File: src/rtl/sr_control_mc.sv
// sr_control_mc
// Multicycle control unit for the schoolRISCV core. It replaces the single-cycle
// combinational decoder when the core is built in multicycle mode. Each
// instruction is walked through fetch, decode, execute and memory states, with
// valid/ack handshakes towards instruction and data memory.
//
// Ports
//   clk, rst             clock; synchronous active-high reset
//   imem_ack, dmem_ack   memory acks, honoured only while the matching req is high
//   cmdOp/cmdF3/cmdF7    opcode / funct3 / funct7 from the instruction register
//   aluZero/aluLt/aluLtu ALU flags used to resolve branches
//   imem_req, irWrite    fetch request and instruction register load strobe
//   dmem_req, dmem_we    data request and write enable
//   pcWrite, pcSrc       PC update and source (00 pc+4, 01 pc+immB/J, 10 (rs1+immI)&~1)
//   regWrite, aluSrc     register write enable; ALU operand B select (1 = immediate)
//   wdSrc                write-back select (00 ALU, 01 immU, 10 memory, 11 pc+4)
//   aluControl           ALU operation code
//   invalid_instr        sticky trap flag
//   retired              instructions completed since reset (wrapping)
//
// State   | meaning
// --------+---------------------------------------------------------------
// FETCH   | request the next instruction, load IR on imem_ack
// DECODE  | classify IR: invalid -> TRAP, LW/SW -> MEM, else -> EXEC
// EXEC    | one cycle driving the instruction's control outputs
// MEM     | data access for LW/SW, completes on dmem_ack
// TRAP    | invalid encoding or memory timeout; left only through rst

module sr_control_mc #(
    parameter int ALU_W       = 4,
    parameter int MEM_TIMEOUT = 16,
    parameter int CNT_W       = 32
) (
    input  logic             clk,
    input  logic             rst,
    input  logic             imem_ack,
    input  logic             dmem_ack,
    input  logic [6:0]       cmdOp,
    input  logic [2:0]       cmdF3,
    input  logic [6:0]       cmdF7,
    input  logic             aluZero,
    input  logic             aluLt,
    input  logic             aluLtu,
    output logic             imem_req,
    output logic             irWrite,
    output logic             dmem_req,
    output logic             dmem_we,
    output logic             pcWrite,
    output logic [1:0]       pcSrc,
    output logic             regWrite,
    output logic             aluSrc,
    output logic [1:0]       wdSrc,
    output logic [ALU_W-1:0] aluControl,
    output logic             invalid_instr,
    output logic [CNT_W-1:0] retired
);

    // ALU operation codes shared with the datapath
    localparam logic [ALU_W-1:0] ALU_ADD  = ALU_W'(0);
    localparam logic [ALU_W-1:0] ALU_SUB  = ALU_W'(1);
    localparam logic [ALU_W-1:0] ALU_SLL  = ALU_W'(2);
    localparam logic [ALU_W-1:0] ALU_SLT  = ALU_W'(3);
    localparam logic [ALU_W-1:0] ALU_SLTU = ALU_W'(4);
    localparam logic [ALU_W-1:0] ALU_XOR  = ALU_W'(5);
    localparam logic [ALU_W-1:0] ALU_SRL  = ALU_W'(6);
    localparam logic [ALU_W-1:0] ALU_SRA  = ALU_W'(7);
    localparam logic [ALU_W-1:0] ALU_OR   = ALU_W'(8);
    localparam logic [ALU_W-1:0] ALU_AND  = ALU_W'(9);

    localparam logic [6:0] OP_R      = 7'b0110011;
    localparam logic [6:0] OP_I      = 7'b0010011;
    localparam logic [6:0] OP_LUI    = 7'b0110111;
    localparam logic [6:0] OP_JAL    = 7'b1101111;
    localparam logic [6:0] OP_JALR   = 7'b1100111;
    localparam logic [6:0] OP_BRANCH = 7'b1100011;
    localparam logic [6:0] OP_LOAD   = 7'b0000011;
    localparam logic [6:0] OP_STORE  = 7'b0100011;

    localparam logic [6:0] F7_BASE = 7'b0000000;
    localparam logic [6:0] F7_ALT  = 7'b0100000;

    // Wait counter compares against MEM_TIMEOUT-1: the request is held for
    // exactly MEM_TIMEOUT cycles, and an ack in the last one still completes.
    localparam logic [7:0] WAIT_LAST = 8'(MEM_TIMEOUT - 1);

    typedef enum logic [2:0] {
        S_FETCH,
        S_DECODE,
        S_EXEC,
        S_MEM,
        S_TRAP
    } state_t;

    typedef enum logic [2:0] {
        CL_ALU_R,
        CL_ALU_I,
        CL_LUI,
        CL_JAL,
        CL_JALR,
        CL_BRANCH,
        CL_LOAD,
        CL_STORE
    } instrClass_t;

    state_t            state;
    state_t            stateNext;
    logic [7:0]        waitCnt;
    logic              timeoutHit;
    logic [CNT_W-1:0]  retiredQ;
    logic              retire;

    instrClass_t       decClass;
    logic              decValid;
    logic [ALU_W-1:0]  decAlu;
    logic              brTaken;

    // funct3 -> ALU op for the base (funct7 = 0) encodings
    function automatic logic [ALU_W-1:0] f3Alu(input logic [2:0] f3);
        case (f3)
            3'b000:  f3Alu = ALU_ADD;
            3'b001:  f3Alu = ALU_SLL;
            3'b010:  f3Alu = ALU_SLT;
            3'b011:  f3Alu = ALU_SLTU;
            3'b100:  f3Alu = ALU_XOR;
            3'b101:  f3Alu = ALU_SRL;
            3'b110:  f3Alu = ALU_OR;
            default: f3Alu = ALU_AND;
        endcase
    endfunction

    // Instruction classification; IR is stable from DECODE until the next fetch
    always_comb begin
        decClass = CL_ALU_R;
        decValid = 1'b0;
        decAlu   = ALU_ADD;
        brTaken  = 1'b0;
        case (cmdOp)
            OP_R: begin
                decClass = CL_ALU_R;
                if (cmdF7 == F7_BASE) begin
                    decValid = 1'b1;
                    decAlu   = f3Alu(cmdF3);
                end else if (cmdF7 == F7_ALT) begin
                    if (cmdF3 == 3'b000) begin
                        decValid = 1'b1;
                        decAlu   = ALU_SUB;
                    end else if (cmdF3 == 3'b101) begin
                        decValid = 1'b1;
                        decAlu   = ALU_SRA;
                    end
                end
            end
            OP_I: begin
                decClass = CL_ALU_I;
                decAlu   = f3Alu(cmdF3);
                case (cmdF3)
                    // F7 carries immediate bits except for the shift forms
                    3'b001:  decValid = (cmdF7 == F7_BASE);
                    3'b101: begin
                        if (cmdF7 == F7_BASE) begin
                            decValid = 1'b1;
                        end else if (cmdF7 == F7_ALT) begin
                            decValid = 1'b1;
                            decAlu   = ALU_SRA;
                        end
                    end
                    default: decValid = 1'b1;
                endcase
            end
            OP_LUI: begin
                decClass = CL_LUI;
                decValid = 1'b1;
            end
            OP_JAL: begin
                decClass = CL_JAL;
                decValid = 1'b1;
            end
            OP_JALR: begin
                decClass = CL_JALR;
                decValid = (cmdF3 == 3'b000);
            end
            OP_BRANCH: begin
                decClass = CL_BRANCH;
                decValid = 1'b1;
                case (cmdF3)
                    3'b000:  brTaken = aluZero;
                    3'b001:  brTaken = !aluZero;
                    3'b100:  brTaken = aluLt;
                    3'b101:  brTaken = !aluLt;
                    3'b110:  brTaken = aluLtu;
                    3'b111:  brTaken = !aluLtu;
                    default: decValid = 1'b0;
                endcase
            end
            OP_LOAD: begin
                decClass = CL_LOAD;
                decValid = (cmdF3 == 3'b010);
            end
            OP_STORE: begin
                decClass = CL_STORE;
                decValid = (cmdF3 == 3'b010);
            end
            default: decValid = 1'b0;
        endcase
    end

    assign timeoutHit = (waitCnt == WAIT_LAST);

    always_ff @(posedge clk) begin
        if (rst) begin
            state <= S_FETCH;
        end else begin
            state <= stateNext;
        end
    end

    // Cleared on every state change, so each entry to FETCH or MEM starts at 0
    always_ff @(posedge clk) begin
        if (rst || (stateNext != state)) begin
            waitCnt <= 8'd0;
        end else if ((state == S_FETCH) || (state == S_MEM)) begin
            waitCnt <= waitCnt + 8'd1;
        end
    end

    always_ff @(posedge clk) begin
        if (rst) begin
            retiredQ <= '0;
        end else if (retire) begin
            retiredQ <= retiredQ + CNT_W'(1);
        end
    end

    // The counter register clears on the first reset edge; masking makes the
    // output read 0 for the whole time rst is high.
    assign retired = rst ? '0 : retiredQ;

    // Next state and outputs. Everything is skipped under rst so all outputs
    // are 0 and any outstanding request is dropped immediately.
    always_comb begin
        stateNext     = state;
        retire        = 1'b0;
        imem_req      = 1'b0;
        irWrite       = 1'b0;
        dmem_req      = 1'b0;
        dmem_we       = 1'b0;
        pcWrite       = 1'b0;
        pcSrc         = 2'b00;
        regWrite      = 1'b0;
        aluSrc        = 1'b0;
        wdSrc         = 2'b00;
        aluControl    = ALU_ADD;
        invalid_instr = 1'b0;
        if (!rst) begin
            case (state)
                S_FETCH: begin
                    imem_req = 1'b1;
                    if (imem_ack) begin
                        irWrite   = 1'b1;
                        stateNext = S_DECODE;
                    end else if (timeoutHit) begin
                        stateNext = S_TRAP;
                    end
                end
                S_DECODE: begin
                    if (!decValid) begin
                        stateNext = S_TRAP;
                    end else if ((decClass == CL_LOAD) || (decClass == CL_STORE)) begin
                        stateNext = S_MEM;
                    end else begin
                        stateNext = S_EXEC;
                    end
                end
                S_EXEC: begin
                    pcWrite   = 1'b1;
                    retire    = 1'b1;
                    stateNext = S_FETCH;
                    case (decClass)
                        CL_ALU_R: begin
                            regWrite   = 1'b1;
                            aluControl = decAlu;
                        end
                        CL_ALU_I: begin
                            regWrite   = 1'b1;
                            aluSrc     = 1'b1;
                            aluControl = decAlu;
                        end
                        CL_LUI: begin
                            regWrite = 1'b1;
                            wdSrc    = 2'b01;
                        end
                        CL_JAL: begin
                            regWrite = 1'b1;
                            wdSrc    = 2'b11;
                            pcSrc    = 2'b01;
                        end
                        CL_JALR: begin
                            regWrite = 1'b1;
                            wdSrc    = 2'b11;
                            pcSrc    = 2'b10;
                            aluSrc   = 1'b1;
                        end
                        CL_BRANCH: begin
                            aluControl = ALU_SUB;
                            pcSrc      = brTaken ? 2'b01 : 2'b00;
                        end
                        default: ;
                    endcase
                end
                S_MEM: begin
                    dmem_req = 1'b1;
                    dmem_we  = (decClass == CL_STORE);
                    aluSrc   = 1'b1;
                    if (dmem_ack) begin
                        pcWrite   = 1'b1;
                        retire    = 1'b1;
                        stateNext = S_FETCH;
                        if (decClass == CL_LOAD) begin
                            regWrite = 1'b1;
                            wdSrc    = 2'b10;
                        end
                    end else if (timeoutHit) begin
                        stateNext = S_TRAP;
                    end
                end
                S_TRAP: begin
                    invalid_instr = 1'b1;
                end
                default: stateNext = S_TRAP;
            endcase
        end
    end

endmodule

File: config.mk
export PLATFORM = sky130hd
export DESIGN_NAME = sr_control_mc
export DESIGN_NICKNAME = d
export VERILOG_FILES = /design/src/rtl/sr_control_mc.sv
export SDC_FILE = /design/constraint.sdc
export NUM_CORES = 1
export LEC_CHECK = 0
export CAP_MARGIN = 20
export CORE_MARGIN = 1.5
export CORE_UTILIZATION = 30
export DETAILED_ROUTE_END_ITERATION = 8
export GPL_ROUTABILITY_DRIVEN = 0
export PLACE_DENSITY = 0.61
export SLEW_MARGIN = 20
export SYNTH_ARGS = -nofsm -noshare
export SYNTH_HDL_FRONTEND = slang
export SYNTH_SLANG_ARGS = --single-unit
File: constraint.sdc
create_clock -name clk -period 2.39 [get_ports clk]
set_input_delay 0.478 -clock clk [delete_from_list [all_inputs] [get_ports clk]]
set_output_delay 0.478 -clock clk [all_outputs]
set_load 0.01 [all_outputs]
==> metrics <==
result of the run=completed; CTS tree=built; standard cell core area=around 8800 um2; dpl hpwl=5540 um; Synth async-reset ratio=0%; GRT Total Usage=15.4%; post-placement cell area=3910 um2; CTS Buf Count=5; library cell contributing the largest single delay on the critical path=dlygate4sd2_1; vias in the first global route=2,798; Final Hold Viols=0; leakage power=1.58 nW; final instance area=a little over 4000 um2; maximum fanout encountered on the critical timing path=5; arrival time at the worst endpoint=between 1500 and 2000 ps; CTS Hold Buffers Added=0; number of detailed-route iterations in the first pass=4; initial detailed-routing violation count=101; WP buf/inv=2; clock root buffer master=clkbuf_8; Initial Util=31.3%; wire length of the first global-routing pass=12,600 um; number of enable-type register cells in the synthesized netlist=0; warnings from Yosys=0; post-layout power=~0.0014 W; startpoint type of the worst setup path=input port; actual transition at the worst max-transition pin=459 ps; share of power burned in the clock network=32.8%; DRC violations left=0; top achievable clock speed=0.432 GHz; Filler Cell Count=roughly 900; post-DR vias/cell=~5.1; sequential share of power=51.7%; number of H-tree levels=2; wire per inst=13.1 um; syn_nets=386; Hold Path Class=reg2reg; commonest non-fill, non-tap cell in the layout=nor2_1; clock insertion delay at the later pin of the skew report=~300 ps; critical path data required time=1910 ps; PwrDens=343 nW/um2; commonest cells after routing, fill and taps aside=nor2_1, buf_4, dfxtp_1; Final Routed Wirelength=7590 um; Die Outline Area=9830 um2; worst-case clock skew=just under 7 ps; cell area after synthesis=2770 um2; number of distinct library cells after synthesis=54; number of clock sinks=43; max-cap violations=0; number of storage elements in the synthesis netlist=43; Switching Fraction=26.7%; maximum clock path buffer count=2; dominant register cell in the synthesized netlist=dfxtp_1; layout cell share with drive strength beyond 1=22.8%; count of buffers from port buffering=~70; proportion of synthesized chip area in sequential cells=31.0%; largest vdd supply drop=0.000187 V; die boundary height=99.1 um; Critical Path, Cell by Cell=dlygate4sd2_1, nand4bb_4, nand2b_4, a221oi_2, a311oi_1, nor3_1, buf_2; fin crit share=96.8%; post-route worst setup slack=between 70 and 80 ps; Die Span X=approximately 99 um; Syn-to-layout area delta=48.0%; share of power burned in combinational logic=between 15 and 20%; number of antenna repair diodes=0; WHS=~500 ps; instance count of the mapped netlist=360; antenna violations before repair=0; total count of max-transition violations in the final report=0; Worst Path Class, Setup=in2out; final period demand of the worst path=2310 ps; standard-cell rows=34; final number of setup-violating endpoints=0; clock slew at the register clock pins of the worst setup and hold paths=80 ps; crit end category=primary output; Worst path top cell family by delay=simple AND/OR/NAND/NOR gates; pre-CTS setup slack=-673 ps; synthesized area per cell=~7.7 um2; via count=slightly below 3,000; relative slew slack=69.0%; number of routed nets with antenna violations=0; IO Pins=72; nets=about 500; power dissipated by switching net loads=0.000376 W; internal power=~0.0010 W; Congestion Overflow GR=0; pin count of the biggest net entering global routing=62; stage delay of the slowest cell on the critical path=270 ps
==> path summary, 6_finish.rpt <==
kind                                           startpoint                         to  slack [ps]  cells past startpoint
worst max register to register  retiredQ[15]$_SDFFE_PP0P_  retiredQ[22]$_SDFFE_PP0P_         410                      5
worst max-delay path                             cmdOp[2]              aluControl[0]          80                      7
worst min-delay path             retiredQ[7]$_SDFFE_PP0P_   retiredQ[7]$_SDFFE_PP0P_         500                      1
worst min register to register   retiredQ[7]$_SDFFE_PP0P_   retiredQ[7]$_SDFFE_PP0P_         500                      1
==> worst register-to-register path, stage by stage, from the launching register on <==
cell and delay (ps):
dfxtp_1 430, and4_1 290, nand4_2 210, or4_4 500, nor2_1 120, mux2_2 330
==> cell usage after synthesis, drive strengths merged (7+ instances only) <==
master | n | area share, %
a21oi | 11 | 2.0
clkbuf | 11 | 1.5
dfxtp | 43 | 31
inv | 8 | 1.1
mux2 | 7 | 2.8
nand2 | 30 | 4.1
nand3 | 16 | 3.3
nand4 | 13 | 3.4
nor2 | 55 | 7.4
nor2b | 31 | 7.3
nor3 | 15 | 2.7
nor4 | 11 | 2.5
o21ai | 11 | 2.0
xnor2 | 16 | 5.1
xor2 | 14 | 4.4
==> flip-flops by register name (all words and copies together) (netlist names) <==
register and cells:
retiredQ 32, state 3, waitCnt 8
==> routing by layer <==
metal / share of wire (%) / global-route usage (%)
met1: 46 / 19.7
met2: 49 / 26.5
met3: 4.7 / 3.23
met4: 0.99 / 4.23
met5: 0 / 0
==> power groups by stage <==
stage               Clock [W]  Sequential [W]  Combinational, W
floorplan                   0        0.000742         0.0000931
global placement            0        0.000744          0.000203
detailed placement          0        0.000745          0.000205
CTS                  0.000481        0.000728          0.000211
global route         0.000512        0.000729          0.000238
finish               0.000462        0.000728          0.000218
==> cells by family after synthesis <==
family,after synthesis,synth area share [%]
flip-flops,43,31.0
adder cells (fa/ha/maj),2,0.902
AO/OA/AOI/OAI,44,10.4
AND/OR/NAND/NOR,210,41.2
multiplexers,8,3.20
buffers and inverters,23,3.75
XOR/XNOR,30,9.48
==> layout make-up <==
cell class | count | area (um2) | area share (%)
repair buffers | 120 | 1040 | 25.3
multi-input cells | 294 | 1950 | 47.6
flip-flops and latches | 43 | 862 | 21.0
inverters | 8 | 30.0 | 0.732
well taps | 108 | 135 | 3.29
clock buffers | 6 | 72.6 | 1.77
clock inverters | 2 | 12.5 | 0.305
==> what timing repair did <==
item / CTS / global route
resized for setup: 74 / 26
setup buffers: 0 / 1
pin swaps: 10 / 12
setup endpoints to repair: 14 / 8
==> metrics by stage <==
step / setup TNS [ps] / utilization (%) / instances
CTS: 0 / 45.9 / 580
global route: -7.13 / 46.4 / 581
floorplan: 0 / - / 360
global placement: -6670 / 44.2 / 572
finish: 0 / 46.4 / 581
detailed placement: -6750 / 44.2 / 572
No activity file was read; power rests on OpenSTA's default activity.
